===== src/rtl/cycle_arbiter.sv =====
// Round-robin arbiter that shares one timed CStart/CEnd bus cycle among NREQ requesters,
// watches the verifier Error flag, and clears it through a one-cycle RECOVER state.
module cycle_arbiter #(
  parameter int NREQ  = 4,
  parameter int CNT_W = 8
) (
  input  logic             Clk,
  input  logic             Rst,
  input  logic [NREQ-1:0]  Req,
  input  logic [NREQ-1:0]  InjErr,
  output logic [NREQ-1:0]  Gnt,
  output logic [NREQ-1:0]  Done,
  output logic [NREQ-1:0]  Fail,
  output logic             CStart,
  output logic             CEnd,
  input  logic             Error,
  output logic             ErrorRst,
  output logic [CNT_W-1:0] FaultCnt,
  output logic [2:0]       dbg_state
);

  localparam int PTR_W = (NREQ > 1) ? $clog2(NREQ) : 1;

  localparam logic [2:0] S_IDLE    = 3'd0;
  localparam logic [2:0] S_START   = 3'd1;
  localparam logic [2:0] S_C1      = 3'd2;
  localparam logic [2:0] S_C2      = 3'd3;
  localparam logic [2:0] S_GAP     = 3'd4;
  localparam logic [2:0] S_RECOVER = 3'd5;

  localparam logic [PTR_W-1:0] LAST_IDX = PTR_W'(NREQ - 1);
  localparam logic [NREQ-1:0]  ONE_HOT0 = {{(NREQ-1){1'b0}}, 1'b1};

  logic [2:0]       state;
  logic [NREQ-1:0]  gnt_q;
  logic             inj_q;
  logic [PTR_W-1:0] ptr;

  logic             win_found;
  logic [PTR_W-1:0] win_idx;
  logic [PTR_W-1:0] cand;
  logic [PTR_W-1:0] ptr_next;
  logic             enter_rec;

  // Handshake: Req[i] is a level the requester holds until it sees Done[i] or Fail[i];
  // the arbiter only looks at Req in IDLE, so later changes never disturb a cycle in flight.

  // Rotating priority search starting at ptr.
  always_comb begin
    win_found = 1'b0;
    win_idx   = '0;
    cand      = '0;
    for (int k = 0; k < NREQ; k++) begin
      cand = PTR_W'((int'(ptr) + k) % NREQ);
      if (!win_found && Req[cand]) begin
        win_found = 1'b1;
        win_idx   = cand;
      end
    end
  end

  always_comb begin
    ptr_next = (win_idx == LAST_IDX) ? '0 : win_idx + PTR_W'(1);
  end

  // Error is only honoured where a fault can be reported: IDLE, C2 and GAP.
  always_comb begin
    enter_rec = 1'b0;
    if (Error) begin
      case (state)
        S_IDLE, S_C2, S_GAP: enter_rec = 1'b1;
        default:             enter_rec = 1'b0;
      endcase
    end
  end

  always_ff @(posedge Clk or negedge Rst) begin
    if (!Rst) begin
      state <= S_IDLE;
      gnt_q <= '0;
      inj_q <= 1'b0;
      ptr   <= '0;
    end else begin
      case (state)
        S_IDLE: begin
          if (Error) begin
            state <= S_RECOVER;
            gnt_q <= '0;
          end else if (win_found) begin
            state <= S_START;
            gnt_q <= ONE_HOT0 << win_idx;
            inj_q <= InjErr[win_idx];
            ptr   <= ptr_next;
          end
        end
        S_START: state <= S_C1;
        S_C1:    state <= S_C2;
        S_C2: begin
          if (Error) state <= S_RECOVER;
          else       state <= S_GAP;
        end
        S_GAP: begin
          gnt_q <= '0;
          if (Error) state <= S_RECOVER;
          else       state <= S_IDLE;
        end
        S_RECOVER: begin
          state <= S_IDLE;
          gnt_q <= '0;
          inj_q <= 1'b0;
        end
        default: begin
          state <= S_IDLE;
          gnt_q <= '0;
          inj_q <= 1'b0;
        end
      endcase
    end
  end

  always_ff @(posedge Clk or negedge Rst) begin
    if (!Rst) begin
      FaultCnt <= '0;
    end else if (enter_rec && (FaultCnt != {CNT_W{1'b1}})) begin
      FaultCnt <= FaultCnt + CNT_W'(1);
    end
  end

  // Moore outputs; an injected fault moves CEnd from C2 forward to C1.
  always_comb begin
    Gnt       = gnt_q;
    CStart    = (state == S_START);
    CEnd      = ((state == S_C1) && inj_q) || ((state == S_C2) && !inj_q);
    Done      = (state == S_GAP) ? gnt_q : '0;
    Fail      = (state == S_RECOVER) ? gnt_q : '0;
    ErrorRst  = (state == S_RECOVER);
    dbg_state = state;
  end

endmodule


===== config.mk =====
export PLATFORM = sky130hd
export DESIGN_NAME = cycle_arbiter
export DESIGN_NICKNAME = d
export VERILOG_FILES = /design/src/rtl/cycle_arbiter.sv
export SDC_FILE = /design/constraint.sdc
export NUM_CORES = 1
export LEC_CHECK = 0
export CORE_MARGIN = 1
export CORE_UTILIZATION = 39
export CTS_BUF_LIST = sky130_fd_sc_hd__clkbuf_8
export CTS_CLUSTER_SIZE = 25
export DETAILED_ROUTE_END_ITERATION = 8
export PLACE_DENSITY = 0.68
export REMOVE_ABC_BUFFERS = 1
export SLEW_MARGIN = 40
export SYNTH_ARGS = -nofsm -noshare
export SYNTH_HDL_FRONTEND = slang
export SYNTH_SLANG_ARGS = --single-unit

===== constraint.sdc =====
create_clock -name Clk -period 1.76 [get_ports Clk]
set_input_delay 0.352 -clock Clk [delete_from_list [all_inputs] [get_ports Clk]]
set_output_delay 0.352 -clock Clk [all_outputs]
set_load 0.01 [all_outputs]

Yosys cells after proc, flatten, opt, wreduce, memory -nomap -nowiden
Cells that the tools add are included.

operators by class
  add/sub/neg operators = 5
  $lt $le $gt $ge = 5
  equal/unequal tests = 10
  shifts and indexed selects = 1
  mux-type cells = 34
  bitwise gates (word level) = 3
  reductions and logical operators = 18

operator list
  operator                                                                      count
  4-bit two-way mux                                                             4
  2-bit by 3-bit less-than comparator with 1-bit output, second input constant  5
  3-bit case mux with 5 select lines                                            1
  1-bit two-way mux                                                             14
  1-bit binary-select mux with 2-bit select                                     5
  2-bit two-way mux                                                             5
  3-bit two-way mux                                                             3
  8-bit by 1-bit adder with 8-bit output, second input constant                 1
  8-bit != test, second input constant                                          1
  4-bit case mux with 2 select lines                                            1
  3-bit by 2-bit == test with 1-bit output, second input constant               2
  3-bit == test, second input constant                                          2
  1-bit logical AND                                                             6
  3-bit AND reduction                                                           2
  3-bit OR reduction                                                            2
  2-bit by 1-bit adder with 2-bit output, second input constant                 2
  2-bit adder, second input constant                                            2
  1-bit zero test                                                               4
  2-bit != test, second input constant                                          2
  4-bit OR reduction                                                            1
  1-bit by 2-bit left shift with 4-bit output, first input constant             1
  3-bit by 1-bit == test with 1-bit output, second input constant               1
  3-bit zero test                                                               1
  3-bit != test, second input constant                                          1
  5 further kinds                                                               7

word-level totals
  register bits = 18
  bits of input ports = 11
  output and inout port bits = 26

Logic depth before layout (Yosys ltp)
Gate-level depths: netlist of the first run.

  depth after elaboration = 17
  depth in mapped cells = 7
  mapped depth without buffers = 7

Worst setup path after synthesis of the first run
No wires, ideal clock.

  path type = register to output
  start point = reg state[1] (netlist: dbg_state[1])
  end point = out Fail[0]
  data arrival time = 1279 ps
  slack = 129 ps
  stages on the path, launching flop included = 4
  path through = dfrtp_1 -> buf_4 -> nor3b_1 -> and2_1

between the ends
  longest elaborated chain between the ends = 2

RTL lines
  what                    RTL line  RTL
  from (decl)             34        logic [2:0] state;
  from (signal assigned)  79        state <= S_IDLE;
  from (signal assigned)  87        state <= S_RECOVER;
  from (signal assigned)  90        state <= S_START;
  3-bit == test           --
  via ErrorRst            17        output logic ErrorRst,
  4-bit two-way mux       135       Fail = (state == S_RECOVER) ? gnt_q : '0;
  to (decl)               13        output logic [NREQ-1:0] Fail,

The timed path passes the listed nets, and every way through them passes these cells.

Worst setup path after layout of the first run
  start point = reg state[0] (netlist: dbg_state[0])
  end point = out Fail[2]

between the ends
  longest elaborated chain between the ends = 2

RTL lines
  what               RTL line
  3-bit == test      135
  4-bit two-way mux  135

Every way passes these cells.

==> results of run 1 <==
[kinds of logic after synthesis]
family                   after synthesis
AND/OR/NAND/NOR                       47
AO/OA/AOI/OAI                         24
flip-flops                            18
XOR/XNOR                               9
buffers and inverters                  9
adder cells (fa/ha/maj)                5
multiplexers                           3
[metal layers]
| layer | global-route usage (%) | part of all wire, % | vias to the layer above |
|---|---|---|---|
| li1 | - | - | 535 |
| met1 | 25.4 | 46 | 535 |
| met2 | 29.6 | 47 | 36 |
| met3 | 4.65 | 5.6 | 4 |
| met4 | 5.00 | 1.1 | 0 |
| met5 | 0 | 0 | - |
[power breakdown]
part / internal (mW) / switching (mW) / leakage (nW) / total (mW)
clock: 0.152 / 0.135 / 0.0216 / 0.287
combinational: 0.849 / 0.664 / 0.600 / 1.51
sequential: 0.575 / 0.172 / 0.230 / 0.747
[timing repair]
action | CTS | global route
buffers inserted | 5 | 2
endpoints found under the setup margin | 18 | 20
hold endpoints to repair | 0 | 0
resized for setup | 41 | 9
pin swaps | 5 | 5
[registers in the layout (all words and copies together), names as in the netlist]
signal	flops
inj_q	1
dbg_state	3
Gnt	4
FaultCnt	8
ptr	2
[layout by cell type, fill, tap and decap left out, types with 2 or more instances in the layout]
cell | netlist | layout
inv_1 | 6 | 4
clkdlybuf4s50_1 | 0 | 21
and3_1 | 8 | 8
clkbuf_2 | 0 | 4
and2_1 | 5 | 3
inv_2 | 0 | 2
buf_6 | 1 | 4
a21oi_1 | 6 | 5
buf_4 | 1 | 25
dlygate4sd2_1 | 0 | 5
xor2_1 | 2 | 2
a22oi_1 | 3 | 3
xnor2_1 | 7 | 7
clkbuf_8 | 0 | 3
nand4_1 | 3 | 3
o21ai_0 | 5 | 4
and2_4 | 0 | 2
nor2_1 | 8 | 8
buf_2 | 0 | 2
dfrtp_1 | 18 | 17
nand2_1 | 7 | 7
ha_1 | 5 | 5
nand2b_1 | 3 | 3
[cell type report]
type,instances,area [um2],share of cell area (%)
tap,31,38.8,2.19
sequential,18,452,25.5
timing repair buffer,64,561,31.6
multi-input combinational,88,658,37.1
clock buffer,3,41.3,2.33
inverter,6,22.5,1.27
[final timing paths]
check | end
setup reg to reg | ptr[1]
hold reg to reg | FaultCnt[5]
min in group Clk | FaultCnt[5]
setup / recovery | Fail[2]
max in group asynchronous | ptr[1]
hold / removal | FaultCnt[5]
[critical path, stage by stage (launching register included)]
cell	delay, ns
dfrtp_1	0.39
nor3b_2	0.15
buf_4	0.14
buf_12	0.12
buf_6	0.10
and2_4	0.15
buf_6	0.11
[metrics by stage]
| stage | total power, mW | std cells |
|---|---|---|
| finish | 2.55 | 210 |
| CTS | 2.52 | 208 |
| detailed placement | 2.15 | 200 |
| floorplan | 1.41 | 112 |
| global placement | 2.12 | 200 |
| global route | 2.73 | 210 |
==> impl_metrics.tcl, run 1 <==
set metrics [dict create \
    drcViolationCount 0 \
    ys_seq_elements 18 \
    initial_core_util_pct 40.9 \
    drt-total-wl_um 2850 \
    die_area_um2 3110 \
    yosys.area_share.adder_pct 5.54 \
    reg2reg_from "ptr[0]" \
    reg2regPathDepth 5 \
    cp_max_fo 3 \
    ys_seq_area_share_pct 39.9 \
    fin_crit_ns 1.77 \
    worstHoldPathType "input port to async pin" \
    synth_simple_gate_area_share_pct 24.5 \
    hold_viol_final 0 \
    antennaDiodeCount 0 \
    synth.area.top_cells "dfrtp_1 (40%), ha_1 (5.5%), xnor2_1 (5.4%)" \
    grt_pass1_wl_um 4640 \
    syn_area_um2 1130 \
    dp_hpwl_um 2150 \
    setup_viol 2 \
    crit_type "flop to output port" \
    fin_ws_ns -0.0129 \
    drive_gt1_share_pct 31.8 \
    antenna_found_initial 0 \
    arrival_ns 1.42 \
    die_y_um 55.8 \
    final_nets 197 \
    worstPathRequired_ns 1.41 \
    r2r_slack_ns 0.08 \
    violations "negative setup slack" \
    synth.avg_cell_area_um2 9.81 \
    synth_common_cells "dfrtp_1 (18), and3_1 (8), nor2_1 (8), nand2_1 (7), xnor2_1 (7)" \
    synthCells 115 \
    grt_usage_pct 18.7 \
    synth_top_area_cell "dfrtp_1" \
    via_per_inst 5.29 \
    fin_tns_setup_ns -0.0246 \
    synth_edf_count 0 \
    skew_ns 0.00369 \
    detail_route.wl_per_cell_um 13.6 \
    ir_worst_vdd_mv 1.04 \
    clock.fmax_mhz 564 \
    grt_pass1_vias 1040 \
    yosys.cell_types.count 42 \
    synthDominantCellAreaShare_pct 39.9 \
    n_fill_cell 227 \
    drv_cap 0 \
    firstDrtPassIters 4 \
    crit_path_end_kind "output port" \
    ios 37 \
    rows 19 \
    h-tree-depth 1 \
    synthToLayoutAreaGrowth_pct 57.1 \
    cts_buffers 3 \
    yosys_warnings 0 \
    drtIter0Drc 21 \
    post-route-util_pct 64.3 \
    power.density_nw_per_um2 1440 \
    rsz0062_at_grt "true" \
    detail-route-antenna-nets 0 \
    die_x_um 55.8 \
    clkTransAtPathRegs_ns 0.07 \
    tightest_slew_ns 0.298 \
    portBuffers 36 \
    drv_slew 0 \
    core-area_um2 2760 \
    clock_latency_ns 0.25 \
    place_area_um2 1660 \
    synth_mux_area_share_pct 3.22 \
    synth-compound-area-share_pct 15.9 \
    grt_remaining_overflow 0 \
    holdBufCountCts 0 \
    startpoint "dbg_state[0]" \
    grt_max_degree 19 \
    final_cell_area_um2 1770 \
    status "complete, but fails checks" \
    clockBufferDepth 2 \
    leakagePower_nw 0.851 \
    place.gp.congestion 0.784 \
    cts_root_buffer "clkbuf_8" \
    start_kind "flop" \
    cts_tree "done" \
    ys_async_sr_fraction_pct 100 \
    period_share_pct 101 \
    yosysMostFrequentCell "dfrtp_1" \
    pre_cts_ws_ns -0.389 \
    vias 1110 \
    synth_top_family_by_area "simple AND/OR/NAND/NOR gates" \
    cts_sinks 18 \
    synth_xor_area_share_pct 6.98 \
    synth_top_flop_cell "dfrtp_1" \
    holdWs_ns 0.430 \
    slew_headroom_pct 80.1 \
]
(Power assumes the default switching activity.)
==> run 2: changes to the inputs <==
GPL_ROUTABILITY_DRIVEN = 1   (was default)
SKIP_CTS_REPAIR_TIMING = 1   (was default)
==> impl_metrics.tcl, run 2 (synthesis gave the netlist of run 1 again) <==
set metrics [dict create \
    cts_tree "done" \
    grt_max_degree 19 \
    power.density_nw_per_um2 1440 \
    start_kind "flop" \
    h-tree-depth 1 \
    die_y_um 55.8 \
    fin_crit_ns 1.72 \
    drive_gt1_share_pct 29.4 \
    crit_type "flop to output port" \
    final_cell_mix "buf_4 (28), clkdlybuf4s50_1 (21), dfrtp_1 (17), dlymetal6s2s_1 (9)" \
    ir_worst_vdd_mv 1.04 \
    arrival_ns 1.36 \
    fin_ws_ns 0.0439 \
    clkTransAtPathRegs_ns 0.06 \
    drv_slew 0 \
    drv_cap 0 \
    clock.fmax_mhz 583 \
    grt_pass1_vias 1001 \
    post-route-util_pct 65.3 \
    clock_latency_ns 0.25 \
    drt-total-wl_um 2890 \
    dp_hpwl_um 2150 \
    die_area_um2 3110 \
    portBuffers 36 \
    initial_core_util_pct 40.9 \
    leakagePower_nw 0.940 \
    setup_viol 0 \
    crit_path_end_kind "output port" \
    pre_cts_ws_ns -0.389 \
    grt_pass1_wl_um 4460 \
    skew_ns 0.00192 \
    synthToLayoutAreaGrowth_pct 59.5 \
    via_per_inst 5.25 \
    ios 37 \
    cts_buffers 3 \
    place.gp.congestion 0.784 \
    slowest_stage "dfrtp_1" \
    antennaDiodeCount 0 \
    rsz0062_at_grt "true" \
    drcViolationCount 0 \
    regMostFlops "FaultCnt" \
    cts_sinks 18 \
    status "complete, no violations" \
    drtIter0Drc 30 \
    slowest_delay_ns 0.36 \
    hold_viol_final 0 \
    detail-route-antenna-nets 0 \
    detail_route.wl_per_cell_um 13.7 \
    final_nets 198 \
    n_fill_cell 235 \
    final_common_cell "buf_4" \
    rows 19 \
    core-area_um2 2760 \
    cp_max_fo 4 \
    antenna_found_initial 0 \
    vias 1107 \
    tightest_slew_ns 0.312 \
    slew_headroom_pct 79.2 \
    largest_reg_flops 8 \
    grt_remaining_overflow 0 \
    clockBufferDepth 2 \
    period_share_pct 97.5 \
    worstHoldPathType "input port to async pin" \
    crit_chain "inv_1 -> nor3b_1 -> buf_4 -> buf_12 -> and2_1 -> clkbuf_2" \
    die_x_um 55.8 \
    grt_usage_pct 17.9 \
    firstDrtPassIters 4 \
    worstPathRequired_ns 1.41 \
    cts_root_buffer "clkbuf_8" \
]
==> run 2: changes by cell type in the layout (fill, tap and decap cells not counted), moves of 2 or more <==
cell,change
and2_1,+2
and2_4,-2
buf_2,-2
buf_4,+3
buf_6,-4
clkbuf_2,+2
dlygate4sd2_1,-5
dlymetal6s2s_1,+8
ha_1,-2
==> run 2: power breakdown <==
group | total [mW] | internal (mW) | switching [mW]
Sequential | 0.741 | 0.576 | 0.165
Clock | 0.281 | 0.152 | 0.129
Combinational | 1.57 | 0.889 | 0.685
Total | 2.60 | 1.62 | 0.979
==> run 2: layout make-up <==
class / instances / area [um2] / share of cell area (%)
Timing Repair Buffer: 65 / 583 / 32.4
Tap cell: 31 / 38.8 / 2.15
Inverter: 6 / 22.5 / 1.25
Multi-Input combinational cell: 88 / 663 / 36.8
Clock buffer: 3 / 41.3 / 2.29
Sequential cell: 18 / 452 / 25.1
==> run 2: path summary, 6_finish.rpt <==
kind                          endpoint  slack, ns          from  cells after the start
setup / recovery               Fail[1]       0.04  dbg_state[2]                      6
hold / removal             FaultCnt[0]       0.43           Rst                      2
setup reg to reg                ptr[1]       0.06  dbg_state[0]                      5
hold reg to reg            FaultCnt[5]       0.52   FaultCnt[5]                      1
max in group asynchronous       ptr[1]       1.12           Rst                      2
min in group Clk           FaultCnt[5]       0.52   FaultCnt[5]                      1
==> run 2: stage by stage <==
stage,TNS [ns],area [um2],std cells,hold WS (ns),total power [mW]
after global routing,-0.0466,1800,211,0.451,2.77
after detailed placement,-2.71,1660,200,0.511,2.15
after global placement,-2.41,1660,200,0.474,2.12
after CTS,-3.42,1700,203,0.436,2.44
final,0,1800,211,0.433,2.60
after floorplan,0,1110,112,0.0564,1.41
==> run 2: per-layer routing <==
metal	share of wire [%]	global-route usage, %	vias to the layer above
li1	-	-	536
met1	47	24.8	538
met2	47	27.9	27
met3	4.0	4.42	6
met4	1.6	5.00	0
met5	0	0	-
==> run 2: critical path, delay by kind of cell, from the launching register on <==
kind	cells	cell delay [ns]
AND/OR/NAND/NOR	2	0.31
buffers and inverters	4	0.45
flip-flops	1	0.36
